File: src/rtl/rle_pkg.sv
// Shared constants, token layout and FSM state encoding for the run-length encoder
// and its companion token decoder.
package rle_pkg;

  localparam int DATA_W  = 32'd8;
  localparam int LEN_W   = 32'd2;
  localparam int IDX_W   = 32'd32;
  localparam int TOK_W   = LEN_W + 32'd1;
  localparam int MAX_RUN = (32'd1 << LEN_W) - 32'd1;
  localparam int VAL_BIT = LEN_W;

  typedef enum logic [2:0] {
    IDLE  = 3'd0,
    LOAD  = 3'd1,
    SCAN  = 3'd2,
    EMIT  = 3'd3,
    FLUSH = 3'd4,
    DONE  = 3'd5
  } state_t;

  // Token word: bit value in the top bit, run length below it.
  function automatic logic [TOK_W-1:0] make_tok(input logic val, input logic [LEN_W-1:0] len);
    logic [TOK_W-1:0] t;
    t                = {TOK_W{1'b0}};
    t[VAL_BIT]       = val;
    t[LEN_W-1:0]     = len;
    return t;
  endfunction

endpackage

File: src/rtl/rle_compress_if.sv
// Byte-in / token-out handshake bundle of the run-length encoder.
interface rle_compress_if;
  import rle_pkg::*;

  logic [DATA_W-1:0] in_data;
  logic              in_valid;
  logic              in_last;
  logic              in_ready;
  logic [TOK_W-1:0]  tok_out;
  logic              tok_valid;
  logic              tok_last;
  logic              tok_ready;

  modport master (
    output in_data, in_valid, in_last, tok_ready,
    input  in_ready, tok_out, tok_valid, tok_last
  );

  modport slave (
    input  in_data, in_valid, in_last, tok_ready,
    output in_ready, tok_out, tok_valid, tok_last
  );

endinterface

File: src/rtl/rle_bit_shifter.sv
// Holds the current byte, presents its next bit MSB-first and tracks the bit and
// byte position within the stream.
module rle_bit_shifter
  import rle_pkg::*;
(
  input  logic              clk,
  input  logic              rst_n,
  input  logic              load_i,
  input  logic [DATA_W-1:0] data_i,
  input  logic              consume_i,
  input  logic              byte_inc_i,
  input  logic              clear_i,
  output logic              bit_o,
  output logic              eob_o,
  output logic [3:0]        bit_indx_o,
  output logic [IDX_W-1:0]  byte_indx_o
);

  localparam logic [3:0]       BIT_LAST = 4'(DATA_W - 32'd1);
  localparam logic [IDX_W-1:0] IDX_ONE  = {{(IDX_W-1){1'b0}}, 1'b1};

  logic [DATA_W-1:0] sh_q, sh_d;
  logic [3:0]        bit_indx_q, bit_indx_d;
  logic [IDX_W-1:0]  byte_indx_q, byte_indx_d;

  assign bit_o       = sh_q[DATA_W-1];
  assign eob_o       = (bit_indx_q == BIT_LAST);
  assign bit_indx_o  = bit_indx_q;
  assign byte_indx_o = byte_indx_q;

  // Next-state for shift register and position counters.
  always_comb begin
    sh_d        = sh_q;
    bit_indx_d  = bit_indx_q;
    byte_indx_d = byte_indx_q;
    if (clear_i) begin
      sh_d        = {DATA_W{1'b0}};
      bit_indx_d  = 4'd0;
      byte_indx_d = {IDX_W{1'b0}};
    end else begin
      if (load_i) begin
        sh_d       = data_i;
        bit_indx_d = 4'd0;
      end else if (consume_i) begin
        sh_d       = {sh_q[DATA_W-2:0], 1'b0};
        bit_indx_d = eob_o ? 4'd0 : (bit_indx_q + 4'd1);
      end else begin
        sh_d       = sh_q;
        bit_indx_d = bit_indx_q;
      end
      if (byte_inc_i) begin
        byte_indx_d = byte_indx_q + IDX_ONE;
      end else begin
        byte_indx_d = byte_indx_q;
      end
    end
  end

  // Position and data registers.
  always_ff @(posedge clk or negedge rst_n) begin
    if (!rst_n) begin
      sh_q        <= {DATA_W{1'b0}};
      bit_indx_q  <= 4'd0;
      byte_indx_q <= {IDX_W{1'b0}};
    end else begin
      sh_q        <= sh_d;
      bit_indx_q  <= bit_indx_d;
      byte_indx_q <= byte_indx_d;
    end
  end

endmodule

File: src/rtl/rle_compress.sv
// Run-length encoder: serializes bytes MSB-first into {value, run_len} tokens.
// Optional macro RLE_STATS_EN adds a saturating per-stream token counter output.
module rle_compress
  import rle_pkg::*;
(
  input  logic             clk,
  input  logic             rst_n,
  rle_compress_if.slave    s,
  output logic [IDX_W-1:0] byte_indx,
  output logic [3:0]       bit_indx,
`ifdef RLE_STATS_EN
  output logic [15:0]      tok_count,
`endif
  output logic             done
);

  localparam logic [LEN_W-1:0] RUN_FULL = LEN_W'(MAX_RUN);
  localparam logic [LEN_W-1:0] RUN_ONE  = LEN_W'(1'b1);

  state_t            state_q;
  logic              run_val_q;
  logic [LEN_W-1:0]  run_len_q;
  logic              last_q;
  logic              in_ready_q;
  logic [TOK_W-1:0]  tok_out_q;
  logic              tok_valid_q;
  logic              tok_last_q;
  logic              done_q;

  logic              in_xfer_s;
  logic              tok_xfer_s;
  logic              cur_bit_s;
  logic              eob_s;
  logic              consume_s;
  logic              byte_inc_s;
  logic              clear_s;
  logic              new_val_s;
  logic [LEN_W-1:0]  new_len_s;

  assign in_xfer_s   = s.in_valid & in_ready_q;
  assign tok_xfer_s  = tok_valid_q & s.tok_ready;
  assign clear_s     = (state_q == DONE);
  assign byte_inc_s  = (consume_s & eob_s & ~last_q) | ((state_q == FLUSH) & tok_xfer_s);

  assign s.in_ready  = in_ready_q;
  assign s.tok_out   = tok_out_q;
  assign s.tok_valid = tok_valid_q;
  assign s.tok_last  = tok_last_q;
  assign done        = done_q;

  rle_bit_shifter u_shifter (
    .clk         (clk),
    .rst_n       (rst_n),
    .load_i      (in_xfer_s),
    .data_i      (s.in_data),
    .consume_i   (consume_s),
    .byte_inc_i  (byte_inc_s),
    .clear_i     (clear_s),
    .bit_o       (cur_bit_s),
    .eob_o       (eob_s),
    .bit_indx_o  (bit_indx),
    .byte_indx_o (byte_indx)
  );

  // Decide whether the current bit extends the run; a full run always forces a token.
  always_comb begin
    consume_s = 1'b0;
    new_val_s = run_val_q;
    new_len_s = run_len_q;
    if (state_q == SCAN) begin
      if (run_len_q == {LEN_W{1'b0}}) begin
        consume_s = 1'b1;
        new_val_s = cur_bit_s;
        new_len_s = RUN_ONE;
      end else if ((cur_bit_s == run_val_q) && (run_len_q != RUN_FULL)) begin
        consume_s = 1'b1;
        new_len_s = run_len_q + RUN_ONE;
      end else begin
        consume_s = 1'b0;
      end
    end else begin
      consume_s = 1'b0;
    end
  end

  // Control FSM with registered handshake outputs.
  always_ff @(posedge clk or negedge rst_n) begin
    if (!rst_n) begin
      state_q     <= IDLE;
      run_val_q   <= 1'b0;
      run_len_q   <= {LEN_W{1'b0}};
      last_q      <= 1'b0;
      in_ready_q  <= 1'b0;
      tok_out_q   <= {TOK_W{1'b0}};
      tok_valid_q <= 1'b0;
      tok_last_q  <= 1'b0;
      done_q      <= 1'b0;
    end else begin
      case (state_q)
        IDLE, LOAD: begin
          if (in_xfer_s) begin
            last_q     <= s.in_last;
            in_ready_q <= 1'b0;
            state_q    <= SCAN;
          end else begin
            in_ready_q <= 1'b1;
          end
        end
        SCAN: begin
          if (consume_s) begin
            run_val_q <= new_val_s;
            run_len_q <= new_len_s;
            if (eob_s) begin
              if (last_q) begin
                tok_out_q   <= make_tok(new_val_s, new_len_s);
                tok_valid_q <= 1'b1;
                tok_last_q  <= 1'b1;
                state_q     <= FLUSH;
              end else begin
                in_ready_q  <= 1'b1;
                state_q     <= LOAD;
              end
            end
          end else begin
            // The mismatching bit stays put and seeds the next run after the token.
            tok_out_q   <= make_tok(run_val_q, run_len_q);
            tok_valid_q <= 1'b1;
            state_q     <= EMIT;
          end
        end
        EMIT: begin
          if (tok_xfer_s) begin
            tok_valid_q <= 1'b0;
            run_len_q   <= {LEN_W{1'b0}};
            state_q     <= SCAN;
          end
        end
        FLUSH: begin
          if (tok_xfer_s) begin
            tok_valid_q <= 1'b0;
            tok_last_q  <= 1'b0;
            run_len_q   <= {LEN_W{1'b0}};
            done_q      <= 1'b1;
            state_q     <= DONE;
          end
        end
        DONE: begin
          done_q     <= 1'b0;
          last_q     <= 1'b0;
          run_val_q  <= 1'b0;
          run_len_q  <= {LEN_W{1'b0}};
          in_ready_q <= 1'b1;
          state_q    <= IDLE;
        end
        default: begin
          state_q     <= IDLE;
          run_len_q   <= {LEN_W{1'b0}};
          in_ready_q  <= 1'b0;
          tok_valid_q <= 1'b0;
          tok_last_q  <= 1'b0;
          done_q      <= 1'b0;
        end
      endcase
    end
  end

`ifdef RLE_STATS_EN
  logic [15:0] tok_count_q;

  assign tok_count = tok_count_q;

  // Saturating token counter, held through DONE and cleared on leaving it.
  always_ff @(posedge clk or negedge rst_n) begin
    if (!rst_n) begin
      tok_count_q <= 16'd0;
    end else if (state_q == DONE) begin
      tok_count_q <= 16'd0;
    end else if (tok_xfer_s && (tok_count_q != 16'hFFFF)) begin
      tok_count_q <= tok_count_q + 16'd1;
    end
  end
`endif

endmodule

File: src/flat_wrapper.sv
// flat-port wrapper written by rule: the top's interface ports become plain ports
module rle_compress_flat import rle_pkg::*;
  (clk, rst_n, byte_indx, bit_indx, done, s_in_data, s_in_valid, s_in_last, s_tok_ready, s_in_ready, s_tok_out, s_tok_valid, s_tok_last);
  rle_compress_if s_i ();
  input  logic clk;
  input  logic rst_n;
  output logic [IDX_W-1:0] byte_indx;
  output logic [3:0] bit_indx;
  output logic done;
  input wire logic [$bits(s_i.in_data)-1:0] s_in_data;
  input wire logic [$bits(s_i.in_valid)-1:0] s_in_valid;
  input wire logic [$bits(s_i.in_last)-1:0] s_in_last;
  input wire logic [$bits(s_i.tok_ready)-1:0] s_tok_ready;
  output wire logic [$bits(s_i.in_ready)-1:0] s_in_ready;
  output wire logic [$bits(s_i.tok_out)-1:0] s_tok_out;
  output wire logic [$bits(s_i.tok_valid)-1:0] s_tok_valid;
  output wire logic [$bits(s_i.tok_last)-1:0] s_tok_last;
  assign s_i.in_data = s_in_data;
  assign s_i.in_valid = s_in_valid;
  assign s_i.in_last = s_in_last;
  assign s_i.tok_ready = s_tok_ready;
  assign s_in_ready = s_i.in_ready;
  assign s_tok_out = s_i.tok_out;
  assign s_tok_valid = s_i.tok_valid;
  assign s_tok_last = s_i.tok_last;
  rle_compress u_core (.clk(clk), .rst_n(rst_n), .s(s_i), .byte_indx(byte_indx), .bit_indx(bit_indx), .done(done));
endmodule
File: config.mk
export PLATFORM = sky130hd
export DESIGN_NAME = rle_compress_flat
export DESIGN_NICKNAME = d
export VERILOG_FILES = /design/src/rtl/rle_pkg.sv /design/src/rtl/rle_compress_if.sv /design/src/rtl/rle_bit_shifter.sv /design/src/rtl/rle_compress.sv /design/src/flat_wrapper.sv
export SDC_FILE = /design/constraint.sdc
export NUM_CORES = 1
export LEC_CHECK = 0
export BUFFER_PORTS_ARGS = -buffer_cell sky130_fd_sc_hd__buf_2
export CORE_MARGIN = 2
export CORE_UTILIZATION = 52
export CTS_BUF_LIST = sky130_fd_sc_hd__clkbuf_8
export DETAILED_ROUTE_END_ITERATION = 6
export PLACE_DENSITY_LB_ADDON = 0.2
export SYNTH_ARGS = -nofsm -noshare
export SYNTH_HDL_FRONTEND = slang
export SYNTH_SLANG_ARGS = --single-unit
File: constraint.sdc
create_clock -name clk -period 2 [get_ports clk]
set_input_delay 0.2 -clock clk [delete_from_list [all_inputs] [get_ports clk]]
set_output_delay 0.2 -clock clk [all_outputs]
set_load 0.01 [all_outputs]
==> results of run 1 <==
-- per-layer routing --
| layer | wire (µm) | share of wire | GRT usage | vias up |
|---|---|---|---|---|
| li1 | - | - | - | 1481 |
| met1 | 4000 | 0.47 | 0.344 | 1514 |
| met2 | 4020 | 0.47 | 0.380 | 70 |
| met3 | 410 | 0.048 | 0.0557 | 7 |
| met4 | 74 | 0.0087 | 0.0760 | 0 |
| met5 | 0 | 0 | 0 | - |
-- cell usage in the layout, fill, tap and decap left out, types with 2 or more instances in the layout --
cell,Yosys,layout
buf_2,6,56
nor2_1,14,14
or4_1,19,13
nand3_1,19,19
ha_1,4,2
o311ai_1,0,2
nor2_2,2,2
mux2i_1,9,9
nand4_1,7,7
a21boi_0,2,2
ha_2,0,2
mux2_2,3,3
or3_1,5,5
a21oi_1,41,33
dfrtp_1,58,58
and2_1,4,4
buf_4,1,38
nand2_1,21,21
o311ai_2,0,2
buf_12,0,4
clkbuf_8,0,11
inv_1,6,9
o21ai_0,22,22
or4_4,0,6
o31ai_1,22,20
and4_1,3,2
and3_1,4,4
o31ai_2,0,2
a21oi_2,1,8
nand2b_1,5,5
o22ai_1,2,2
o21a_1,5,5
-- flip-flops by register name, indices dropped and copies added (netlist names) --
name                          count
u_core.s.tok_valid                1
u_core.u_shifter.bit_indx_o       4
u_core.s.tok_last                 1
u_core.done                       1
u_core.s.in_ready                 1
u_core.u_shifter.sh_q             8
u_core.s.tok_out                  3
u_core.run_val_q                  1
u_core.last_q                     1
u_core.u_shifter.byte_indx_o     32
u_core.run_len_q                  2
u_core.state_q                    3
-- area by class of cell --
cell class                      count  share of cell area
Clock buffer                       11              0.0358
Clock inverter                      5              0.0110
Inverter                            6             0.00533
Multi-Input combinational cell    252               0.419
Sequential cell                    58               0.343
Tap cell                           75              0.0222
Timing Repair Buffer              101               0.164
-- worst register-to-register path: stages, from the launching register on --
cell and delay (ps):
dfrtp_1 370, ha_2 200, nand3b_1 150, nor3_4 290, a21oi_4 100, buf_12 160, or4_4 510, a21oi_1 140
-- power breakdown --
group | leakage (nW) | switching [mW] | internal (mW)
Combinational | 1.07 | 1.06 | 0.958
Clock | 0.113 | 0.471 | 0.628
Sequential | 0.759 | 0.217 | 1.43
-- logic make-up after synthesis --
kind of cell             after synthesis  synth area share
AO/OA/AOI/OAI                        119             0.243
AND/OR/NAND/NOR                      115             0.208
flip-flops                            58             0.449
buffers and inverters                 28            0.0383
multiplexers                          12            0.0383
adder cells (fa/ha/maj)                4            0.0155
XOR/XNOR                               2           0.00774
-- final timing paths --
kind	from	endpoint	slack [ps]	cells after the start
worst min register to register	u_core.s.tok_last$_DFFE_PN0P_	u_core.s.tok_last$_DFFE_PN0P_	510	1
max in group asynchronous	rst_n	u_core.state_q[2]$_DFFE_PN0P_	1120	3
min in group asynchronous	rst_n	u_core.done$_DFFE_PN0P_	320	2
worst min-delay path	s_in_data[4]	u_core.u_shifter.sh_q[4]$_DFFE_PN0P_	160	3
worst max register to register	u_core.u_shifter.bit_indx_o[1]$_DFFE_PN0P_	u_core.u_shifter.byte_indx_o[13]$_DFFE_PN0P_	1	7
worst max-delay path	u_core.u_shifter.bit_indx_o[1]$_DFFE_PN0P_	u_core.u_shifter.byte_indx_o[13]$_DFFE_PN0P_	1	7
-- timing repair --
action | 4_1_cts | 5_1_grt
gates resized for setup | 1 | 30
endpoints found under the hold margin | 14 | 0
hold buffers | 1 | 0
endpoints found under the setup margin | 11 | 20
buffers inserted | 0 | 6
pin swaps | 0 | 26
gates cloned | 0 | 1
==> reports/qor.txt, run 1 <==
outcome = completed
Worst Skew = 6.75 ps
Core Rows = 28
FMAX = 0.500 GHz
DRC Markers = 0
min Tclk post-route = 2000 ps
final net count = 445
Starting DRT DRC Count = 255
FF+latch area = 1450 µm²
Placer Congestion = 0.875
Rel. slew slack = 0.672
Post-synth EDFFs = 0
nature of the critical path startpoint = flip-flop
Worst Path Max Fanout = 21
Crit Path Class = flip-flop to flip-flop
port bufs = 55
CTS Buffer Depth = 2
clock root cell = clkbuf_8
CTS sink count = 58
post-detail-place hpwl = 5.62 mm
Cell Chain, Critical Path = ha_2 -> nand3b_1 -> nor3_4 -> a21oi_4 -> buf_12 -> or4_4 -> a21oi_1
critical path arrival = 2270 ps
crit-path max cell delay = 510 ps
global-route wire length before repair = 13.9 mm
Slowest-stage cell, CP = or4_4
largest net degree at the start of global routing = 42
synth unique cells = 62
total CTS buffers = 9
Syn Std Cell Area = 3230 µm²
worst path bufs/invs = 1
hold crit path type = primary input to flip-flop
CTS tree = built
Fill cells = 458
CP Capture Type = flip-flop
I/O pin cnt = 56
post-route ant nets = 0
Synth warnings = 0
Remaining Overflow, GRT = 0
final non-filler cell area = 4230 µm²
peak supply drop = 0.000799 V
placed cell count = 484
Post-Syn Instances = 338
Synth top area share = 0.449
Worst-Margin Slew = 491 ps
#FFs+latches synth = 58
Avg Inst Size Synth = 9.57 µm²
Pwr per Cell Area = 1130 nW/µm²
DP Area = 3840 µm²
critical path required time = 2270 ps
number of global-route vias before repair = 2863
Synth area leaders = dfrtp_1 (45%), a21oi_1 (6.3%), o31ai_1 (5.1%), or4_1 (4.4%), o21ai_0 (3.4%)
count leader, synth = dfrtp_1
Multi-input gate area = 1770 µm²
post-synthesis sequential area ratio = 0.449
Post-Route Utilization = 0.710
synthesis-to-layout area growth = 30.7%
vias per inst = 6.05
FFs w/ async S/R, synth = 1.00
Final Setup Violations = 0
ys flop type = dfrtp_1
Starting Density = 0.543
Die H = 82.9 µm
final hold slack = 157 ps
average wire per standard cell = 16.7 µm
initial antenna violation count = 0
Max Cap Viol = 0
max-slew violation count = 0
worst skew pair latency = 340 ps
Die Wd = 82.9 µm
Setup Slack @ Placement = -5.01 ps
antenna cells = 0
routed via count = 3072
H-tree depth = 3
kind of cell adding the most delay to the critical path = simple AND/OR/NAND/NOR gates
layout cell share with drive strength beyond 1 = 0.349
Total Wirelength = 8.50 mm
Synth area leader = dfrtp_1
drt first pass iters = 4
placeable core area = 5960 µm²
Final Cycle Share = 0.999
Fin. Hold Viols = 0
clk slew on worst S/H paths = 70 ps
RSZ-0062 raised after global routing = true
Post-Layout Cell Count = 508
setup slack after layout = 1.00 ps
total negative slack = 0 ps
Mapped Nets = 355
Pwr Total = 4.77 mW
All-Layer GR Usage = 0.245
die area = 6870 µm²
leakage power = 1.95 nW
most frequent cells after synthesis = dfrtp_1 (58), a21oi_1 (41), o21ai_0 (22), o31ai_1 (22), nand2_1 (21)
(Power assumes the default switching activity.)
==> inputs of run 2 (changes only) <==
--- a/config.mk
+++ b/config.mk
@@ -6,6 +6,7 @@
 export NUM_CORES = 1
 export LEC_CHECK = 0
 export BUFFER_PORTS_ARGS = -buffer_cell sky130_fd_sc_hd__buf_2
+export CORE_ASPECT_RATIO = 0.5
 export CORE_MARGIN = 2
 export CORE_UTILIZATION = 52
 export CTS_BUF_LIST = sky130_fd_sc_hd__clkbuf_8
==> reports/qor.txt, run 2 (synthesis gave the netlist of run 1 again) <==
outcome = completed (unchanged)
I/O pin cnt = 56 (unchanged)
Post-Layout Cell Count = 515 (was 508)
worst path bufs/invs = 1 (unchanged)
r2r startpoint = u_core.u_shifter.bit_indx_o[1]$_DFFE_PN0P_ (unchanged)
critical path arrival = 2240 ps (was 2270 ps)
Starting Density = 0.536 (was 0.543)
number of global-route vias before repair = 2951 (was 2863)
Die H = 59.8 µm (was 82.9 µm)
Pwr Total = 4.65 mW (was 4.77 mW)
average wire per standard cell = 15.7 µm (was 16.7 µm)
CP Capture Type = flip-flop (unchanged)
Core Rows = 20 (was 28)
most frequent CP cell = a21oi_2
vias per inst = 6.02 (was 6.05)
clock root cell = clkbuf_8 (unchanged)
reg-to-reg endpoint = u_core.u_shifter.byte_indx_o[12]$_DFFE_PN0P_ (was u_core.u_shifter.byte_indx_o[13]$_DFFE_PN0P_)
worst setup path start = u_core.u_shifter.bit_indx_o[1]$_DFFE_PN0P_ (unchanged)
Worst-Margin Slew = 484 ps (was 491 ps)
Max Cap Viol = 0 (unchanged)
FMAX = 0.508 GHz (was 0.500 GHz)
Fill cells = 474 (was 458)
crit-path max cell delay = 530 ps (was 510 ps)
total CTS buffers = 9 (unchanged)
Final Setup Violations = 0 (unchanged)
Worst Path Max Fanout = 41 (was 21)
M2 GR Usage = 0.434 (was 0.380)
most frequent cells in the layout = dfrtp_1 (57), buf_2 (55), a21oi_1 (38), buf_4 (37) (was dfrtp_1 (58), buf_2 (56), buf_4 (38), a21oi_1 (33), o21ai_0 (22))
RSZ-0062 raised after global routing = true (unchanged)
Placer Congestion = 0.878 (was 0.875)
Pwr per Cell Area = 1140 nW/µm² (was 1130 nW/µm²)
max-slew violation count = 0 (unchanged)
placeable core area = 6030 µm² (was 5960 µm²)
nature of the critical path startpoint = flip-flop (unchanged)
layout cell share with drive strength beyond 1 = 0.316 (was 0.349)
global-route wire length before repair = 13.5 mm (was 13.9 mm)
r2r setup slk = 30 ps (was 1 ps)
synthesis-to-layout area growth = 26.2% (was 30.7%)
final hold slack = 127 ps (was 157 ps)
post-route ant nets = 0 (unchanged)
initial antenna violation count = 0 (unchanged)
Total Wirelength = 8.08 mm (was 8.50 mm)
All-Layer GR Usage = 0.253 (was 0.245)
Post-Route Utilization = 0.677 (was 0.710)
DRC Markers = 0 (unchanged)
Fin. Hold Viols = 0 (unchanged)
CTS Buffer Depth = 2 (unchanged)
Worst Reg-to-Reg Cells = 7 (unchanged)
Slowest-stage cell, CP = or4_1 (was or4_4)
most common cell after layout, fill and taps aside = dfrtp_1 (unchanged)
Remaining Overflow, GRT = 0 (unchanged)
worst skew pair latency = 350 ps (was 340 ps)
H-tree depth = 3 (unchanged)
Hold Path End = u_core.u_shifter.sh_q[0]$_DFFE_PN0P_ (was u_core.u_shifter.sh_q[4]$_DFFE_PN0P_)
hold crit path type = primary input to flip-flop (unchanged)
Final Cycle Share = 0.983 (was 0.999)
hold path cells = 3 (unchanged)
Top Usage Layer GRT = met2 (unchanged)
largest net degree at the start of global routing = 59 (was 42)
die area = 6900 µm² (was 6870 µm²)
Worst Skew = 11.6 ps (was 6.75 ps)
Multi-input gate area = 1710 µm² (was 1770 µm²)
CTS tree = built (unchanged)
hold_sp = s_in_data[0] (was s_in_data[4])
min Tclk post-route = 1970 ps (was 2000 ps)
post-detail-place hpwl = 5.52 mm (was 5.62 mm)
Die Wd = 116 µm (was 82.9 µm)
drt first pass iters = 6 (was 4)
met1 Use GR = 0.310 (was 0.344)
routing usage on met3 = 0.0720 (was 0.0557)
total negative slack = 0 ps (unchanged)
peak supply drop = 0.000777 V (was 0.000799 V)
CTS sink count = 58 (unchanged)
Starting DRT DRC Count = 238 (was 255)
Rel. slew slack = 0.676 (was 0.672)
Crit Path Class = flip-flop to flip-flop (unchanged)
leakage power = 1.87 nW (was 1.95 nW)
routed via count = 3102 (was 3072)
placed cell count = 495 (was 484)
final net count = 439 (was 445)
port bufs = 55 (unchanged)
max reg flops = 32 (unchanged)
antenna cells = 0 (unchanged)
clk slew on worst S/H paths = 60 ps (was 70 ps)
FF+latch area = 1450 µm² (about the same)
Cell Chain, Critical Path = ha_2 -> nand3b_1 -> nor3_2 -> a21oi_2 -> buf_12 -> or4_1 -> a21oi_2 (was ha_2 -> nand3b_1 -> nor3_4 -> a21oi_4 -> buf_12 -> or4_4 -> a21oi_1)
critical path required time = 2280 ps (was 2270 ps)
kind of cell adding the most delay to the critical path = simple AND/OR/NAND/NOR gates (unchanged)
run 2: cell types whose count changed in the layout (fill, tap and decap cells not counted), sizes merged:
cell / before / now
bufinv: 1 / 0
inv: 9 / 8
clkinv: 1 / 2
buf: 99 / 94
run 2: worst max path at each step:
stage / end / slack (ps) / cells after the start
after floorplan: u_core.u_shifter.byte_indx_o[26]$_DFFE_PN0P_ / 70 / 6
after global placement: u_core.u_shifter.byte_indx_o[2]$_DFFE_PN0P_ / 40 / 5
after detailed placement: u_core.u_shifter.byte_indx_o[16]$_DFFE_PN0P_ / -2 / 6
after CTS: u_core.u_shifter.byte_indx_o[16]$_DFFE_PN0P_ / 50 / 6
after global routing: u_core.u_shifter.byte_indx_o[12]$_DFFE_PN0P_ / -50 / 7
final: u_core.u_shifter.byte_indx_o[12]$_DFFE_PN0P_ / 30 / 7
run 2: final cells by class:
class,instances,area share
flip-flops and latches,58,0.356
well taps,88,0.0270
multi-input cells,252,0.419
clock buffers,12,0.0405
repair buffers,95,0.148
clock inverters,4,0.00429
inverters,6,0.00552
run 2: routing by layer:
| layer | vias to the layer above | share of wire |
|---|---|---|
| met5 | - | 0 |
| met4 | 0 | 0.013 |
| met3 | 13 | 0.049 |
| met2 | 98 | 0.47 |
| met1 | 1517 | 0.46 |
| li1 | 1474 | - |
run 2: per-stage QoR:
| step | instance area, µm² | setup slack, ps |
|---|---|---|
| 2_1_floorplan | 3230 | 70.7 |
| 3_3_place_gp | 3810 | 44.0 |
| 3_5_place_dp | 3810 | -1.62 |
| 4_1_cts | 4010 | 52.6 |
| 5_1_grt | 4080 | -49.6 |
| 6_report | 4080 | 33.3 |
run 2: what timing repair did:
action | 4_1_cts | 5_1_grt
hold buffers | 1 | 0
buffers inserted | 0 | 3
pin swaps | 0 | 1
endpoints found under the hold margin | 58 | 0
setup endpoints to repair | 7 | 22
resized for setup | 2 | 15
run 2: worst register-to-register path, stage by stage (launching register included):
cell	delay, ps
dfrtp_1	360
ha_2	190
nand3b_1	140
nor3_2	230
a21oi_2	110
buf_12	180
or4_1	550
a21oi_2	150
run 2: power breakdown:
| part | switching, mW | internal [mW] | leakage (nW) |
|---|---|---|---|
| clock network | 0.460 | 0.537 | 0.105 |
| registers | 0.220 | 1.44 | 0.758 |
| logic | 1.07 | 0.935 | 1.01 |
